==> config.mk <==
export PLATFORM = sky130hd
export DESIGN_NAME = ctrl_pipe
export DESIGN_NICKNAME = d
export VERILOG_FILES = /design/src/rtl/ctrl_pipe.sv
export SDC_FILE = /design/constraint.sdc
export NUM_CORES = 1
export LEC_CHECK = 0
export CAP_MARGIN = 10
export CORE_MARGIN = 2
export CORE_UTILIZATION = 40
export DETAILED_ROUTE_END_ITERATION = 8
export PLACE_DENSITY = 0.77
export SYNTH_ARGS = -nofsm -noshare
export SYNTH_HDL_FRONTEND = slang
export SYNTH_SLANG_ARGS = --single-unit
==> constraint.sdc <==
create_clock -name clk_i -period 1.8 [get_ports clk_i]
set_input_delay 0.18 -clock clk_i [delete_from_list [all_inputs] [get_ports clk_i]]
set_output_delay 0.18 -clock clk_i [all_outputs]
set_load 0.01 [all_outputs]
==> src/rtl/ctrl_pipe.sv <==
// ctrl_pipe: carries the decoded control word through ID/EX, EX/MEM and MEM/WB,
// raising the load-use stall and redirect flush and producing EX forwarding selects.
module ctrl_pipe #(
  parameter int unsigned REG_ADDR_W = 5
) (
  input  logic                  clk_i,
  input  logic                  rst_ni,
  input  logic                  id_valid_i,
  input  logic [REG_ADDR_W-1:0] id_rs1_addr_i,
  input  logic [REG_ADDR_W-1:0] id_rs2_addr_i,
  input  logic [REG_ADDR_W-1:0] id_rd_addr_i,
  input  logic                  id_op_a_sel_i,
  input  logic [1:0]            id_op_b_sel_i,
  input  logic [1:0]            id_alu_ctrl_i,
  input  logic                  id_is_br_i,
  input  logic [1:0]            id_is_uncbr_i,
  input  logic                  id_mem_wren_i,
  input  logic                  id_mem_rden_i,
  input  logic                  id_rd_wren_i,
  input  logic                  id_wb_sel_i,
  input  logic                  ex_redirect_i,
  output logic                  stall_o,
  output logic                  if_id_flush_o,
  output logic                  ex_valid_o,
  output logic [REG_ADDR_W-1:0] ex_rs1_addr_o,
  output logic [REG_ADDR_W-1:0] ex_rs2_addr_o,
  output logic [REG_ADDR_W-1:0] ex_rd_addr_o,
  output logic                  ex_op_a_sel_o,
  output logic [1:0]            ex_op_b_sel_o,
  output logic [1:0]            ex_alu_ctrl_o,
  output logic                  ex_is_br_o,
  output logic [1:0]            ex_is_uncbr_o,
  output logic                  ex_mem_wren_o,
  output logic                  ex_mem_rden_o,
  output logic                  ex_rd_wren_o,
  output logic                  ex_wb_sel_o,
  output logic                  mem_valid_o,
  output logic [REG_ADDR_W-1:0] mem_rd_addr_o,
  output logic                  mem_mem_wren_o,
  output logic                  mem_mem_rden_o,
  output logic                  mem_rd_wren_o,
  output logic                  mem_wb_sel_o,
  output logic                  wb_valid_o,
  output logic [REG_ADDR_W-1:0] wb_rd_addr_o,
  output logic                  wb_rd_wren_o,
  output logic                  wb_wb_sel_o,
  output logic [1:0]            fwd_a_sel_o,
  output logic [1:0]            fwd_b_sel_o
);

  localparam logic [1:0] FWD_RF  = 2'b00;
  localparam logic [1:0] FWD_MEM = 2'b01;
  localparam logic [1:0] FWD_WB  = 2'b10;

  typedef struct packed {
    logic                  valid;
    logic [REG_ADDR_W-1:0] rs1;
    logic [REG_ADDR_W-1:0] rs2;
    logic [REG_ADDR_W-1:0] rd;
    logic                  op_a_sel;
    logic [1:0]            op_b_sel;
    logic [1:0]            alu_ctrl;
    logic                  is_br;
    logic [1:0]            is_uncbr;
    logic                  mem_wren;
    logic                  mem_rden;
    logic                  rd_wren;
    logic                  wb_sel;
  } ex_t;

  typedef struct packed {
    logic                  valid;
    logic [REG_ADDR_W-1:0] rd;
    logic                  mem_wren;
    logic                  mem_rden;
    logic                  rd_wren;
    logic                  wb_sel;
  } mem_t;

  typedef struct packed {
    logic                  valid;
    logic [REG_ADDR_W-1:0] rd;
    logic                  rd_wren;
    logic                  wb_sel;
  } wb_t;

  ex_t  ex_q, ex_d;
  mem_t mem_q;
  wb_t  wb_q;
  logic hz_c;

  // Load in EX whose rd is read by the ID instruction (rs2 checked unconditionally).
  always_comb begin
    hz_c = id_valid_i & ex_q.valid & ex_q.mem_rden & (ex_q.rd != '0) &
           ((ex_q.rd == id_rs1_addr_i) | (ex_q.rd == id_rs2_addr_i));
  end

  assign stall_o       = rst_ni & hz_c & ~ex_redirect_i;
  assign if_id_flush_o = rst_ni & ex_redirect_i;

  // ID/EX next word: redirect squash and stall both insert a bubble.
  always_comb begin
    ex_d = '0;
    if (!ex_redirect_i && !stall_o) begin
      ex_d.valid    = id_valid_i;
      ex_d.rs1      = id_rs1_addr_i;
      ex_d.rs2      = id_rs2_addr_i;
      ex_d.rd       = id_rd_addr_i;
      ex_d.op_a_sel = id_op_a_sel_i;
      ex_d.op_b_sel = id_op_b_sel_i;
      ex_d.alu_ctrl = id_alu_ctrl_i;
      ex_d.is_br    = id_is_br_i;
      ex_d.is_uncbr = id_is_uncbr_i;
      ex_d.mem_wren = id_mem_wren_i;
      ex_d.mem_rden = id_mem_rden_i;
      ex_d.rd_wren  = id_rd_wren_i & (id_rd_addr_i != '0);
      ex_d.wb_sel   = id_wb_sel_i;
    end
  end

  always_ff @(posedge clk_i) begin
    if (!rst_ni) begin
      ex_q  <= '0;
      mem_q <= '0;
      wb_q  <= '0;
    end else begin
      ex_q  <= ex_d;
      mem_q <= '{valid: ex_q.valid, rd: ex_q.rd, mem_wren: ex_q.mem_wren,
                 mem_rden: ex_q.mem_rden, rd_wren: ex_q.rd_wren, wb_sel: ex_q.wb_sel};
      wb_q  <= '{valid: mem_q.valid, rd: mem_q.rd, rd_wren: mem_q.rd_wren,
                 wb_sel: mem_q.wb_sel};
    end
  end

  // Youngest producer wins; a load sitting in MEM has no data to forward yet.
  function automatic logic [1:0] fwd_sel(input logic [REG_ADDR_W-1:0] src,
                                         input ex_t ex, input mem_t m, input wb_t w);
    logic [1:0] sel;
    sel = FWD_RF;
    if (ex.valid) begin
      if (m.valid && m.rd_wren && !m.wb_sel && (m.rd == src)) begin
        sel = FWD_MEM;
      end else if (w.valid && w.rd_wren && (w.rd == src)) begin
        sel = FWD_WB;
      end
    end
    return sel;
  endfunction

  assign fwd_a_sel_o = fwd_sel(ex_q.rs1, ex_q, mem_q, wb_q);
  assign fwd_b_sel_o = fwd_sel(ex_q.rs2, ex_q, mem_q, wb_q);

  assign ex_valid_o     = ex_q.valid;
  assign ex_rs1_addr_o  = ex_q.rs1;
  assign ex_rs2_addr_o  = ex_q.rs2;
  assign ex_rd_addr_o   = ex_q.rd;
  assign ex_op_a_sel_o  = ex_q.op_a_sel;
  assign ex_op_b_sel_o  = ex_q.op_b_sel;
  assign ex_alu_ctrl_o  = ex_q.alu_ctrl;
  assign ex_is_br_o     = ex_q.is_br;
  assign ex_is_uncbr_o  = ex_q.is_uncbr;
  assign ex_mem_wren_o  = ex_q.mem_wren;
  assign ex_mem_rden_o  = ex_q.mem_rden;
  assign ex_rd_wren_o   = ex_q.rd_wren;
  assign ex_wb_sel_o    = ex_q.wb_sel;

  assign mem_valid_o    = mem_q.valid;
  assign mem_rd_addr_o  = mem_q.rd;
  assign mem_mem_wren_o = mem_q.mem_wren;
  assign mem_mem_rden_o = mem_q.mem_rden;
  assign mem_rd_wren_o  = mem_q.rd_wren;
  assign mem_wb_sel_o   = mem_q.wb_sel;

  assign wb_valid_o     = wb_q.valid;
  assign wb_rd_addr_o   = wb_q.rd;
  assign wb_rd_wren_o   = wb_q.rd_wren;
  assign wb_wb_sel_o    = wb_q.wb_sel;

endmodule

==> qor.yml, run 1 <==
globalRouteTotalUtil_pct: 17.8
h-tree-depth: 2
die_width_um: 69.0
post_drt_wl_per_cell_um: 12.8
hold_class: "in2reg"
period_share_pct: 108
gr-total-overflow: 0
drc: 0
synth_ff_type: "dfxtp_1"
slew_violations: 0
skew_ps: 6.05
path_class: "reg2out"
first_global_vias: 1383
fin_nets: 295
ys_async_sr_fraction_pct: 0
via_per_inst: 4.55
finalHoldViolCount: 0
crit_buf_inv: 2
dieArea_sq_um: 4760
post-dp-hpwl_um: 3120
crit_slowest_cell: "or4_4"
ys_warn_count: 0
grt_max_degree: 29
r2r_cells: 5
antenna_found_initial: 0
insertedDiodeCount: 0
cpPeakStageDelay_ps: 540
tightest_slew_ps: 274
portBuffers: 82
layout_setup_ws_ps: -137
first_pass_iters: 4
hp-start: "id_is_uncbr_i[1]"
end_kind: "primary output"
synth_cell_types: 21
cts_tree: "yes"
status: "complete, but fails checks"
min_to: "ex_is_uncbr_o[1]"
coreArea_sq_um: 4030
ir_drop_uv: 501
syn_area_per_cell_sq_um: 11.0
ant_nets: 0
grt_pass1_wl_um: 6090
initial_core_util_pct: 41.9
cts_sinks: 46
gp_congestion: 0.791
area_growth_pct: 69.2
cp_data_arrival_time_ps: 1760
p_per_area_nw_per_um2: 686
fmax_mhz: 516
hold_depth: 2
synth.top_cell.area_share_pct: 54.5
rr_endpoint: "ex_rd_wren_o"
cp-start-kind: "flip-flop"
finalSetupTns_ps: -441
ios: 83
relSlewSlack_pct: 81.7
first_iter_violations: 45
clkTransAtPathRegs_ps: 80
yosysSeqAreaShare_pct: 54.5
rrSetupSlack_ps: 80
p_total_uw: 1960
cp_top_family: "simple AND/OR/NAND/NOR gates"
nFillCells: 320
wirelength_um: 4040
clockBufferDepth: 2
syn_inst: 153
numCtsBuffers: 5
drive_gt1_share_pct: 24.2
clock_latency_ps: 290
yosysTopAreaCell: "dfxtp_1"
rsz0062_at_grt: "yes"
dieHeight_um: 69.0
rr_startpoint: "ex_rd_addr_o[1]"
setup_viol: 5
path_cells: "xor2_1, or4_4, nor3_4, buf_4, nor4_2, buf_2"
synthMostInstantiatedCell: "dfxtp_1"
rows: 23
leakage_uw: 0.00130
violations: "setup timing"
synth_common_cells: "dfxtp_1 (46), and2_1 (20), and3_1 (19)"
vias: 1433
cts_hold_buf: 0
ys_top_cells_by_area: "dfxtp_1 (55%), xor2_1 (9.3%), and2_1 (7.4%)"
synth_edf_count: 0
syn-num-nets: 184
cts-root-buf: "clkbuf_8"
crit_fanout: 2
required_ps: 1620
syn_area_sq_um: 1690
ys_seq_elements: 46
layout_min_cycle_time_ps: 1940
cap_violations: 0
==> cell families (layout without fill, tap and decap cells) <==
| kind of cell | count (synthesis) | after routing | share of synthesized area, % |
|---|---|---|---|
| buf+inv | 8 | 120 | 3.11 |
| flops | 46 | 46 | 54.5 |
| compound gates | 3 | 3 | 1.85 |
| simple gates | 66 | 66 | 25.0 |
| xor+xnor | 30 | 30 | 15.6 |
==> metal layers <==
layer,part of all wire [%],global-route usage [%]
met5,0,0
met4,0.57,5.15
met3,7.7,6.82
met2,53,31.5
met1,39,19.8
==> worst reg2reg max path: stages (launching register included) <==
cell and delay [ps]:
dfxtp_1 310, or4_1 520, o2111a_1 260, o21ai_2 70, buf_4 260, o2111a_1 230
==> cell usage in the layout, fill, tap and decap left out <==
master / count
clkdlybuf4s50_1: 77
dfxtp_1: 42
buf_4: 30
and2_1: 20
and3_1: 19
xor2_1: 18
xnor2_1: 12
and3_2: 9
clkbuf_8: 5
buf_2: 5
dfxtp_2: 4
or4_4: 2
nor3_4: 2
nand3_1: 2
nor3_2: 2
or4_1: 2
o2111a_1: 2
nand4_1: 2
nand3b_1: 1
o21ai_2: 1
nor2_1: 1
nor4_1: 1
nor4_2: 1
nor2b_1: 1
and2_2: 1
clkinv_4: 1
clkinv_2: 1
clkbuf_1: 1
==> sequential cells by signal, indices dropped and copies added, names as in the netlist, 2 cells and up <==
register	flops
ex_is_uncbr_o	2
mem_rd_addr_o	5
ex_alu_ctrl_o	2
wb_rd_addr_o	5
ex_rs2_addr_o	5
ex_op_b_sel_o	2
ex_rd_addr_o	5
ex_rs1_addr_o	5
==> power by group <==
part	internal [uW]	switching (uW)
Clock	274	327
Sequential	1050	21.7
Combinational	185	101
Total	1510	449
==> final cells by class <==
class / count / area [sq um] / area share [%]
Clock inverter: 2 / 13.8 / 0.482
Sequential cell: 46 / 926 / 32.4
Clock buffer: 6 / 72.6 / 2.54
Multi-Input combinational cell: 99 / 762 / 26.7
Tap cell: 50 / 62.6 / 2.19
Timing Repair Buffer: 112 / 1020 / 35.7
==> timing repair <==
| action | 4_1_cts | 5_1_grt |
|---|---|---|
| resized for setup | 25 | 9 |
| pin swaps | 7 | 7 |
| setup endpoints to repair | 5 | 6 |
| cloned | 0 | 0 |
| buffers inserted | 2 | 0 |
==> how the worst max path moves through the flow <==
stage / startpoint / endpoint / slack, ps / depth (start not counted)
floorplan: ex_rd_addr_o[1] / ex_valid_o / 200 / 6
global placement: mem_rd_addr_o[3] / fwd_b_sel_o[0] / -290 / 5
detailed placement: mem_rd_addr_o[3] / fwd_b_sel_o[0] / -310 / 5
CTS: mem_wb_sel_o / fwd_b_sel_o[1] / -220 / 6
global route: mem_wb_sel_o / fwd_a_sel_o[0] / -220 / 5
finish: mem_rd_addr_o[4] / fwd_b_sel_o[1] / -140 / 6
==> through the flow <==
step / instance area [sq um] / utilization (%) / setup WS [ps] / cells / hold slack, ps
after global routing: 2860 / 70.9 / -218 / 315 / 444
final: 2860 / 70.9 / -137 / 315 / 443
after CTS: 2820 / 70.0 / -224 / 315 / 434
after floorplan: 1690 / - / 200 / 153 / 320
after detailed placement: 2730 / 67.8 / -307 / 305 / 450
after global placement: 2730 / 67.8 / -291 / 305 / 446
No activity file was read; power rests on OpenSTA's default activity.
==> inputs of run 2 (changes only) <==
--- a/config.mk
+++ b/config.mk
@@ -7,9 +7,10 @@
 export LEC_CHECK = 0
 export CAP_MARGIN = 10
 export CORE_MARGIN = 2
-export CORE_UTILIZATION = 40
+export CORE_UTILIZATION = 36
 export DETAILED_ROUTE_END_ITERATION = 8
-export PLACE_DENSITY = 0.77
+export PLACE_DENSITY = 0.73
+export SKIP_LAST_GASP = 1
 export SYNTH_ARGS = -nofsm -noshare
 export SYNTH_HDL_FRONTEND = slang
 export SYNTH_SLANG_ARGS = --single-unit
==> constraint.sdc (replaced) <==
create_clock -name clk_i -period 1.56 [get_ports clk_i]
set_input_delay 0.156 -clock clk_i [delete_from_list [all_inputs] [get_ports clk_i]]
set_output_delay 0.156 -clock clk_i [all_outputs]
set_load 0.01 [all_outputs]
==> qor.yml, run 2 (same netlist as run 1, synthesis figures left out) <==
cp_data_arrival_time_ps: 1740  # was 1760 ps
skew_ps: 5.61  # was 6.05 ps
netSwitchingPower_uw: 563  # was 449 uW
switching_share_pct: 22.7  # was 22.9%
cts-root-buf: "clkbuf_8"  # unchanged
violations: "setup timing"  # unchanged
grt_max_degree: 19  # was 29
internal_power_uw: 1920  # was 1510 uW
hold_class: "in2reg"  # unchanged
layout_min_cycle_time_ps: 1890
via_per_inst: 4.58  # was 4.55
path_class: "reg2out"  # unchanged
crit_fanout: 2  # unchanged
post-dp-hpwl_um: 3320  # was 3120 um
period_share_pct: 121
gp_congestion: 0.799  # was 0.791
placed_cells: 315  # was 305
wirelength_um: 4600  # was 4040 um
cpPeakStageDelay_ps: 540  # about the same
tightest_slew_ps: 261  # was 274 ps
required_ps: 1400  # was 1620 ps
area_growth_pct: 80.6  # was 69.2%
first_global_vias: 1553  # was 1383
setup_viol: 33  # was 5
h-tree-depth: 2  # unchanged
fmax_mhz: 529
post_drt_wl_per_cell_um: 14.0  # was 12.8 um
antenna_found_initial: 0  # unchanged
cts_tree: "yes"  # unchanged
coreArea_sq_um: 4440  # was 4030 sq um
slew_violations: 0  # unchanged
grt_pass1_wl_um: 7350  # was 6090 um
layout_setup_ws_ps: -332  # was -137 ps
rows: 24  # was 23
vias: 1507  # was 1433
first_iter_violations: 37  # was 45
fin_util_pct: 68.6  # was 70.9%
final_common_cell: "clkdlybuf4s50_1"  # unchanged
layout.cells.non_filler: 329  # was 315
design_area_sq_um: 3050  # was 2860 sq um
ios: 83  # unchanged
seqPwrFrac_pct: 49.8  # was 54.8%
cap_violations: 0  # unchanged
drive_gt1_share_pct: 30.7  # was 24.2%
clockPowerShare_pct: 36.1  # was 30.6%
leakage_uw: 0.00139  # was 0.00130 uW
rsz0062_at_grt: "yes"  # unchanged
drc: 0  # unchanged
final_cell_mix: "clkdlybuf4s50_1 (76), dfxtp_1 (37), buf_4 (36)"  # was clkdlybuf4s50_1 (77), dfxtp_1 (42), buf_4 (30)
end_kind: "primary output"  # unchanged
clock_latency_ps: 310  # was 290 ps
first_pass_iters: 4  # unchanged
dieArea_sq_um: 5260  # was 4760 sq um
path_cells: "xor2_2, or4_4, nor3_4, and2_1, buf_2"  # was xor2_1, or4_4, nor3_4, buf_4, nor4_2, buf_2
cp-start-kind: "flip-flop"  # unchanged
finalSetupTns_ps: -4330  # was -441 ps
relSlewSlack_pct: 82.5  # was 81.7%
cts_hold_buf: 0  # unchanged
fin_nets: 307  # was 295
dieHeight_um: 72.5  # was 69.0 um
combPwrFrac_pct: 14.1  # was 14.6%
numCtsBuffers: 5  # unchanged
p_per_area_nw_per_um2: 814  # was 686 nW/um^2
cts_sinks: 46  # unchanged
clkTransAtPathRegs_ps: 80  # about the same
ir_drop_uv: 525  # was 501 uV
crit_slowest_cell: "or4_4"  # unchanged
placed_cell_area_sq_um: 2800  # was 2730 sq um
status: "complete, but fails checks"  # unchanged
gr-total-overflow: 0  # unchanged
insertedDiodeCount: 0  # unchanged
ant_nets: 0  # unchanged
initial_core_util_pct: 38.0  # was 41.9%
globalRouteTotalUtil_pct: 18.5  # was 17.8%
die_width_um: 72.5  # was 69.0 um
portBuffers: 82  # unchanged
finalHoldViolCount: 0  # unchanged
clockBufferDepth: 2  # unchanged
run 2: changes by cell type in the layout (fill, tap and decap cells not counted), sizes merged:
cell           change
bufinv             +1
dlymetal6s2s       +1
clkbuf             -1
inv                +1
clkdlybuf4s50      -1
buf               +12
clkinv             -1
run 2: worst paths after layout:
path                     from                to  slack [ps]  depth (start not counted)
max reg2reg   ex_rd_addr_o[2]  ex_rs2_addr_o[3]        -140                          6
max          ex_rs1_addr_o[1]    fwd_a_sel_o[0]        -330                          5
min          id_alu_ctrl_i[0]  ex_alu_ctrl_o[0]         410                          2
min reg2reg       ex_wb_sel_o      mem_wb_sel_o         470                          1
run 2: critical path, delay by kind of cell (launching register included):
family	cells	cell delay [ps]
XOR/XNOR	1	160
flip-flops	1	340
AND/OR/NAND/NOR	3	800
buffers and inverters	1	120
run 2: power groups by stage:
stage	Combinational, uW	Sequential [uW]	Clock (uW)
floorplan	82.1	1290	0
global placement	327	1260	0
detailed placement	330	1270	0
CTS	340	1240	913
global route	376	1240	955
finish	350	1240	895
run 2: area by class of cell:
| class | count | area (sq um) |
|---|---|---|
| Sequential cell | 46 | 937 |
| Multi-Input combinational cell | 99 | 800 |
| Clock inverter | 3 | 43.8 |
| Clock buffer | 5 | 68.8 |
| Fill cell | 353 | 1390 |
| Timing Repair Buffer | 124 | 1140 |
| Tap cell | 52 | 65.1 |
run 2: metrics by stage:
| step | hold WS (ps) | worst slack [ps] | total power (uW) |
|---|---|---|---|
| floorplan | 296 | -11.5 | 1370 |
| global placement | 445 | -471 | 1590 |
| detailed placement | 451 | -502 | 1600 |
| CTS | 403 | -401 | 2490 |
| global route | 415 | -417 | 2570 |
| finish | 409 | -332 | 2480 |
run 2: what timing repair did:
action                                  in CTS  in global routing
pin swaps                                    8                 11
resized for setup                           40                 18
endpoints found under the setup margin      37                 36
cloned                                       3                  0
buffers inserted                             1                  3
run 2: metal layers:
layer	GRT usage [%]	vias up	routed length, um
li1	-	760	-
met1	21.0	692	1800
met2	32.9	51	2440
met3	5.56	4	304
met4	6.17	0	50
met5	0	-	0
